===== src/rtl/demux_skid_w4_if.sv =====
// Handshake bundle for demux_skid_w4: one producer stream in, two consumer channels out.
// The master modport is the producer/consumer side and the slave modport is the demux.
interface demux_skid_w4_if #(
  parameter int unsigned WIDTH = 4,
  parameter int unsigned CW    = 2
);
  logic             in_valid;
  logic             in_ready;
  logic [WIDTH-1:0] in_data;
  logic             in_sel;
  logic             y0_valid;
  logic             y0_ready;
  logic [WIDTH-1:0] y0_data;
  logic             y1_valid;
  logic             y1_ready;
  logic [WIDTH-1:0] y1_data;
  logic [CW-1:0]    cnt0;
  logic [CW-1:0]    cnt1;

  modport master (
    output in_valid, in_data, in_sel, y0_ready, y1_ready,
    input  in_ready, y0_valid, y0_data, y1_valid, y1_data, cnt0, cnt1
  );

  modport slave (
    input  in_valid, in_data, in_sel, y0_ready, y1_ready,
    output in_ready, y0_valid, y0_data, y1_valid, y1_data, cnt0, cnt1
  );
endinterface


===== src/rtl/demux_skid_w4.sv =====
// 1-to-2 demultiplexing buffer: the producer word is steered by in_sel into one of two
// registered FIFOs, each draining through its own valid/ready handshake.
module demux_skid_w4 #(
  parameter int unsigned WIDTH = 4,
  parameter int unsigned DEPTH = 2,
  parameter int unsigned CW    = 2
) (
  input logic             clk,
  input logic             rst,
  demux_skid_w4_if.slave  bus
);
  localparam int unsigned AW = (DEPTH > 1) ? $clog2(DEPTH) : 1;

  logic [WIDTH-1:0] mem_q [2][DEPTH];
  logic [AW-1:0]    wr_ptr_q [2];
  logic [AW-1:0]    wr_ptr_d [2];
  logic [AW-1:0]    rd_ptr_q [2];
  logic [AW-1:0]    rd_ptr_d [2];
  logic [CW-1:0]    cnt_q [2];
  logic [CW-1:0]    cnt_d [2];
  logic [1:0]       push;
  logic [1:0]       pop;
  logic [1:0]       valid;
  logic             in_ready;

  // in_ready looks only at the selected channel's registered count, never at y*_ready.
  always_comb begin
    in_ready = bus.in_sel ? (cnt_q[1] != CW'(DEPTH)) : (cnt_q[0] != CW'(DEPTH));
    push[0]  = bus.in_valid & in_ready & ~bus.in_sel;
    push[1]  = bus.in_valid & in_ready & bus.in_sel;
    valid[0] = (cnt_q[0] != '0);
    valid[1] = (cnt_q[1] != '0);
    pop[0]   = valid[0] & bus.y0_ready;
    pop[1]   = valid[1] & bus.y1_ready;
  end

  always_comb begin
    for (int k = 0; k < 2; k++) begin
      wr_ptr_d[k] = wr_ptr_q[k];
      rd_ptr_d[k] = rd_ptr_q[k];
      cnt_d[k]    = cnt_q[k];
      if (push[k]) wr_ptr_d[k] = wr_ptr_q[k] + 1'b1;
      if (pop[k])  rd_ptr_d[k] = rd_ptr_q[k] + 1'b1;
      unique case ({push[k], pop[k]})
        2'b10:   cnt_d[k] = cnt_q[k] + CW'(1);
        2'b01:   cnt_d[k] = cnt_q[k] - CW'(1);
        default: cnt_d[k] = cnt_q[k];
      endcase
    end
  end

  always_ff @(posedge clk or negedge rst) begin
    if (!rst) begin
      for (int k = 0; k < 2; k++) begin
        wr_ptr_q[k] <= '0;
        rd_ptr_q[k] <= '0;
        cnt_q[k]    <= '0;
      end
    end else begin
      for (int k = 0; k < 2; k++) begin
        wr_ptr_q[k] <= wr_ptr_d[k];
        rd_ptr_q[k] <= rd_ptr_d[k];
        cnt_q[k]    <= cnt_d[k];
      end
    end
  end

  // Storage is not reset; empty channels mask their head to zero instead.
  always_ff @(posedge clk) begin
    for (int k = 0; k < 2; k++) begin
      if (push[k]) mem_q[k][wr_ptr_q[k]] <= bus.in_data;
    end
  end

  assign bus.in_ready = in_ready;
  assign bus.y0_valid = valid[0];
  assign bus.y1_valid = valid[1];
  assign bus.y0_data  = valid[0] ? mem_q[0][rd_ptr_q[0]] : '0;
  assign bus.y1_data  = valid[1] ? mem_q[1][rd_ptr_q[1]] : '0;
  assign bus.cnt0     = cnt_q[0];
  assign bus.cnt1     = cnt_q[1];
endmodule


===== src/flat_wrapper.sv =====
// flat-port wrapper written by rule: the top's interface ports become plain ports
module demux_skid_w4_flat 
#(
  parameter int unsigned WIDTH = 4,
  parameter int unsigned DEPTH = 2,
  parameter int unsigned CW    = 2
)
  (clk, rst, bus_in_valid, bus_in_data, bus_in_sel, bus_y0_ready, bus_y1_ready, bus_in_ready, bus_y0_valid, bus_y0_data, bus_y1_valid, bus_y1_data, bus_cnt0, bus_cnt1);
  demux_skid_w4_if #(.WIDTH(WIDTH), .CW(CW)) bus_i ();
  input logic clk;
  input logic rst;
  input wire logic [$bits(bus_i.in_valid)-1:0] bus_in_valid;
  input wire logic [$bits(bus_i.in_data)-1:0] bus_in_data;
  input wire logic [$bits(bus_i.in_sel)-1:0] bus_in_sel;
  input wire logic [$bits(bus_i.y0_ready)-1:0] bus_y0_ready;
  input wire logic [$bits(bus_i.y1_ready)-1:0] bus_y1_ready;
  output wire logic [$bits(bus_i.in_ready)-1:0] bus_in_ready;
  output wire logic [$bits(bus_i.y0_valid)-1:0] bus_y0_valid;
  output wire logic [$bits(bus_i.y0_data)-1:0] bus_y0_data;
  output wire logic [$bits(bus_i.y1_valid)-1:0] bus_y1_valid;
  output wire logic [$bits(bus_i.y1_data)-1:0] bus_y1_data;
  output wire logic [$bits(bus_i.cnt0)-1:0] bus_cnt0;
  output wire logic [$bits(bus_i.cnt1)-1:0] bus_cnt1;
  assign bus_i.in_valid = bus_in_valid;
  assign bus_i.in_data = bus_in_data;
  assign bus_i.in_sel = bus_in_sel;
  assign bus_i.y0_ready = bus_y0_ready;
  assign bus_i.y1_ready = bus_y1_ready;
  assign bus_in_ready = bus_i.in_ready;
  assign bus_y0_valid = bus_i.y0_valid;
  assign bus_y0_data = bus_i.y0_data;
  assign bus_y1_valid = bus_i.y1_valid;
  assign bus_y1_data = bus_i.y1_data;
  assign bus_cnt0 = bus_i.cnt0;
  assign bus_cnt1 = bus_i.cnt1;
  demux_skid_w4 #(.WIDTH(WIDTH), .DEPTH(DEPTH), .CW(CW)) u_core (.clk(clk), .rst(rst), .bus(bus_i));
endmodule

===== config.mk =====
export PLATFORM = sky130hd
export DESIGN_NAME = demux_skid_w4_flat
export DESIGN_NICKNAME = d
export VERILOG_FILES = /design/src/rtl/demux_skid_w4_if.sv /design/src/rtl/demux_skid_w4.sv /design/src/flat_wrapper.sv
export SDC_FILE = /design/constraint.sdc
export NUM_CORES = 1
export LEC_CHECK = 0
export BUFFER_PORTS_ARGS = -buffer_cell sky130_fd_sc_hd__buf_2
export CAP_MARGIN = 30
export CORE_MARGIN = 3
export CORE_UTILIZATION = 45
export CTS_CLUSTER_SIZE = 8
export DETAILED_ROUTE_END_ITERATION = 8
export PLACE_DENSITY_LB_ADDON = 0.25
export SETUP_SLACK_MARGIN = 0.02
export SYNTH_ARGS = -nofsm -noshare
export SYNTH_HDL_FRONTEND = slang
export SYNTH_SLANG_ARGS = --single-unit

===== constraint.sdc =====
create_clock -name clk -period 1.5 [get_ports clk]
set_input_delay 0.15 -clock clk [delete_from_list [all_inputs] [get_ports clk]]
set_output_delay 0.15 -clock clk [all_outputs]
set_load 0.005 [all_outputs]

**Word level (Yosys, flattened, before mapping)**

Memory sizes are Yosys's and may differ from the RTL's.
Cells that the tools add are included.

- Register bits: 8
- Latch bits: 0
- Memory bits (writable): 16
- Memory bits (read-only): 0
- Input bits: 10
- Output and inout bits: 15
- Memories: 1

Memory list:

| memory | words | bits a word | rd ports | clocked after Yosys merged registers in | wr ports | line | source |
|---|---|---|---|---|---|---|---|
| u_core.mem_q | 2 | 8 | 2 | 0 | 1 | demux_skid_w4.sv:14 | `logic [WIDTH-1:0] mem_q [2][DEPTH];` |

- Add/sub/neg operators: 8
- Multiply operators: 0
- Div/mod/pow operators: 0
- $lt $le $gt $ge: 6
- Eq/ne operators: 6
- Shift operators: 0
- Mux-type cells: 22
- Bitwise operators: 10
- Reduce and logical (&&, ||, !) cells: 7

Operators by type and width:

| operator | count |
|---|---|
| $mux W4 | 10 |
| $mux W8 | 4 |
| $demux W4 S1 | 2 |
| $ge A2 B2 Y1 const B | 4 |
| $not A1 Y2 | 4 |
| $pmux W2 S2 | 2 |
| $reduce_bool A2 Y1 | 4 |
| $reduce_or A8 Y1 | 1 |
| $and A1 B1 Y1 | 5 |
| $add A1 B1 Y1 const B | 4 |
| $add A2 B1 Y2 const B | 2 |
| $eq A2 B1 Y1 const B | 2 |
| $eq A2 B2 Y1 const B | 2 |
| $lt A2 B1 Y1 const B | 2 |
| $mux W1 | 4 |
| $ne A2 B2 Y1 const B | 2 |
| $sub A2 B1 Y2 const B | 2 |
| $logic_and A1 B1 Y1 | 2 |
| $not A1 Y1 | 1 |

**Logic depth before layout (Yosys ltp)**

- Depth after elaboration: 8
- Mapped depth: 6
- Gate-level depth less buffers: 6

**Worst setup path before layout**

No wires, ideal clock.

- Kind: reg2reg
- From: reg u_core.cnt_q (netlist bit u_core.bus.cnt1[0])
- To: reg u_core.cnt_q (netlist bit u_core.bus.cnt1[1])
- Library setup time: 0.079 ns
- Arrival time: 1.292 ns
- Setup slack: 0.129 ns
- Cell stages (with the launch flop): 6
- Path through: dfrtp_1 -> nor2_2 -> nor2b_2 -> ha_1 -> nor2_1 -> xor2_1

- Elaborated cells on any way between the ends: 12
- Classes of those cells: add/sub (2); eq/ne (3); mux (2); bitwise (3); reduce/logical (2)

RTL lines:

| what | line | source |
|---|---|---|
| from (decl) | demux_skid_w4.sv:19 | `logic [CW-1:0] cnt_q [2];` |
| from (signal, indexed assignment) | demux_skid_w4.sv:63 | `cnt_q[k] <= cnt_d[k];` |
| $reduce_bool A2 Y1 * | demux_skid_w4.sv:32 | `valid[1] = (cnt_q[1] != '0);` |
| $and A1 B1 Y1 * | demux_skid_w4.sv:34 | `pop[1] = valid[1] & bus.y1_ready;` |
| named net u_core.pop[1] | demux_skid_w4.sv:22 | `logic [1:0] pop;` |
| $eq A2 B1 Y1 or $eq A2 B2 Y1 (tied branches) | demux_skid_w4.sv:44 | `unique case ({push[k], pop[k]})` |
| $pmux W2 S2 or $reduce_bool A2 Y1 (tied branches) | -- |  |

The timed path passes the listed nets; every way through them passes the cells marked *.
A chain may end at the register's enable or synchronous reset.

**Worst setup path after layout**

- From: reg u_core.cnt_q (netlist bit u_core.bus.cnt1[0])
- To: out bus_in_ready

- Longest elaborated chain between the ends: 2

Ends and longest elaborated chain:

| what | line | source |
|---|---|---|
| $ne A2 B2 Y1 | demux_skid_w4.sv:28 | `in_ready = bus.in_sel ? (cnt_q[1] != CW'(DEPTH)) : (cnt_q[0] != CW'(DEPTH));` |
| $mux W1 | demux_skid_w4.sv:28 |  |
| to (decl) | flat_wrapper.sv:17 | `output wire logic [$bits(bus_i.in_ready)-1:0] bus_in_ready;` |

Every way passes these cells.

==> run metrics <==
skew final=~0.0032 ns; Fin. Hold Viols=0; Worst setup EP type=output pin; count of non-filler cells in the finished layout=between 100 and 150; FP Rows=16; Layout fillers=176; IO buf count=24; Post-Synthesis Cells=73; Pleak=0.582 nW; die height=between 50 and 60 µm; CTS Buf Count=3; grt total ovfl=0; CP Cell Sequence=nand2b_4, mux2_2, buf_2; I/O Pins=25; largest net degree at the start of global routing=15; share of cells above drive strength 1=46.7%; Core Region=2060 µm²; setup TNS=0 ns; Post-layout nets=120; Tot GR Track Use=14.2%; flip-flop and latch count after synthesis=24; status=completed; Final setup viols=0; maximum clock rate=around 700 MHz; Final min period=1.43 ns; Slew Limit Fails=0; Sequential Power Share=42.4%; most frequent cells in the layout=buf_2 (24), edfxtp_1 (16), nor2_1 (14); DPL Wire Length=1300 µm; Mapped Nets=85; first-pass GRT wire length=2820 µm; Detailed Routing Iterations Pass 1=3; WS Path Type=reg2out; Vias/cell=4.80; commonest non-fill, non-tap cell in the layout=buf_2; DR DRC count=0; initial antenna violation count=0; vias in the first global route=680; Worst Setup Start Kind=flop; CP max-delay cell=dfrtp_2; worst skew pair latency=0.30 ns; Clock Path Buffers=2; CTS tree=yes; post-route ant nets=0; Tightest Pin Transition=0.376 ns; DR vias=around 640; reg2reg setup slack=0.14 ns; max incr delay on CP=0.45 ns; Post-Route WL=about 1800 µm; post-synth cell types=16; worst-path fanout max=4; fin area=1320 µm²; clk slew on worst S/H paths=0.13 ns; register area share after synthesis=between 60 and 70%; total power=2.55 mW; Worst Hold Class=in2reg; CP Data Required Time=1.35 ns; post-layout util=63.8%; Pwr per Cell Area=1940 nW/µm²; Buf+Inv Stages, Crit Path=1; starting density of the core=50.3%; worst vdd ir=0.00110 V; root buf cell=clkbuf_4; Mapped Area=1040 µm²; wire length per cell=13.1 µm; First DRT Iteration DRCs=6; P&R area growth vs syn=26.9%; Sw Ratio=31.7%; htree depth=1; total clock sinks=24; Clk pwr share=17.7%; Switching Power=just over 800 µW; Gate power share=39.9%; GPL Wtd Cong=just under 0.7; Pint=between 1.5 and 2 mW; CP top delay family=flip-flops; die area=~2900 µm²; diode count=0; Rel. slew slack=74.8%; syn avg cell area=approximately 14 µm²; Period Utilization, post-route=a little over nine tenths; Ys Warns=0; die span in x=54.0 µm; placed cells=~130; max-cap violations=0; Crit path arrival time=around 1.3 ns; RSZ-0062 raised after global routing=yes; Placed Area=about 1200 µm²
[path summary, 6_finish.rpt]
check	startpoint	end	cells after the start
setup / recovery	u_core.bus.cnt1[0]	bus_in_ready	3
hold / removal	bus_in_data[3]	u_core.mem_q[0][3]	1
setup reg to reg	u_core.bus.cnt0[0]	u_core.bus.cnt0[1]	5
hold reg to reg	u_core.wr_ptr_q[1]	u_core.wr_ptr_q[1]	1
max in group asynchronous	rst	u_core.rd_ptr_q[0]	2
min in group asynchronous	rst	u_core.wr_ptr_q[1]	2
[stage by stage]
step	hold slack, ns	setup WS [ns]
final	0.0569	0.0729
after global routing	0.0345	0.0115
after CTS	0.0425	0.0228
after detailed placement	0.0108	0.0591
after global placement	0.00251	0.107
after floorplan	-0.146	0.129
[synth_stat cells, drive strengths merged]
library cell	instances	area, µm²
buf	2	10.0
dfrtp	8	200
edfxtp	16	480
ha	2	25.0
inv	4	15.0
mux2	1	11.3
mux2i	8	80.1
nand2b	2	15.0
nand3	1	10.0
nand3b	1	20.0
nor2	16	65.1
nor2b	2	17.5
xnor2	6	52.6
xor2	4	35.0
[per-layer routing]
layer | share of wire (%) | wire length, µm | global-route usage, %
met3 | 5.9 | 103 | 3.32
met1 | 39 | 693 | 16.3
met2 | 54 | 954 | 25.4
met5 | 0 | 0 | 0
met4 | 0.34 | 6 | 4.98
[cell type report]
class	instances	area, µm²	area share, %
clock inverters	1	30.0	2.28
clock buffers	3	22.5	1.71
inverters	4	15.0	1.14
repair buffers	32	183	13.9
well taps	27	33.8	2.57
multi-input cells	43	344	26.1
flip-flops and latches	24	688	52.3
[kinds of logic after synthesis]
family / count (synthesis) / share of synthesized area [%]
AND/OR/NAND/NOR: 22 / 12.3
flip-flops: 24 / 65.6
multiplexers: 9 / 8.81
XOR/XNOR: 10 / 8.44
buffers and inverters: 6 / 2.41
adder cells (fa/ha/maj): 2 / 2.41
[worst register-to-register path, stage by stage, from the launching register on]
cell and delay [ns]:
dfrtp_2 0.44, nor2_2 0.15, nor2b_2 0.07, ha_1 0.32
nor2_1 0.14, xor2_1 0.17
[timing repair]
| item | in CTS | in global routing |
|---|---|---|
| hold buffers | 1 | 0 |
| setup endpoints to repair | 1 | 10 |
| setup buffers | 2 | 1 |
| gates cloned | 0 | 0 |
| resized for setup | 3 | 5 |
| hold endpoints to repair | 8 | 0 |
[power groups by stage]
| stage | Combinational (mW) | Sequential [mW] | Clock [mW] |
|---|---|---|---|
| 2_1_floorplan | 0.615 | 1.02 | 0 |
| 3_3_place_gp | 0.886 | 1.08 | 0 |
| 3_5_place_dp | 0.910 | 1.09 | 0 |
| 4_1_cts | 0.996 | 1.07 | 0.465 |
| 5_1_grt | 1.15 | 1.11 | 0.494 |
| 6_report | 1.02 | 1.08 | 0.452 |
[flip-flops by register name (all words and copies together), names as in the netlist]
signal and flops:
u_core.bus.cnt0 2, u_core.rd_ptr_q 2, u_core.bus.cnt1 2, u_core.mem_q 16, u_core.wr_ptr_q 2
Power figures use the tool's default switching activity.
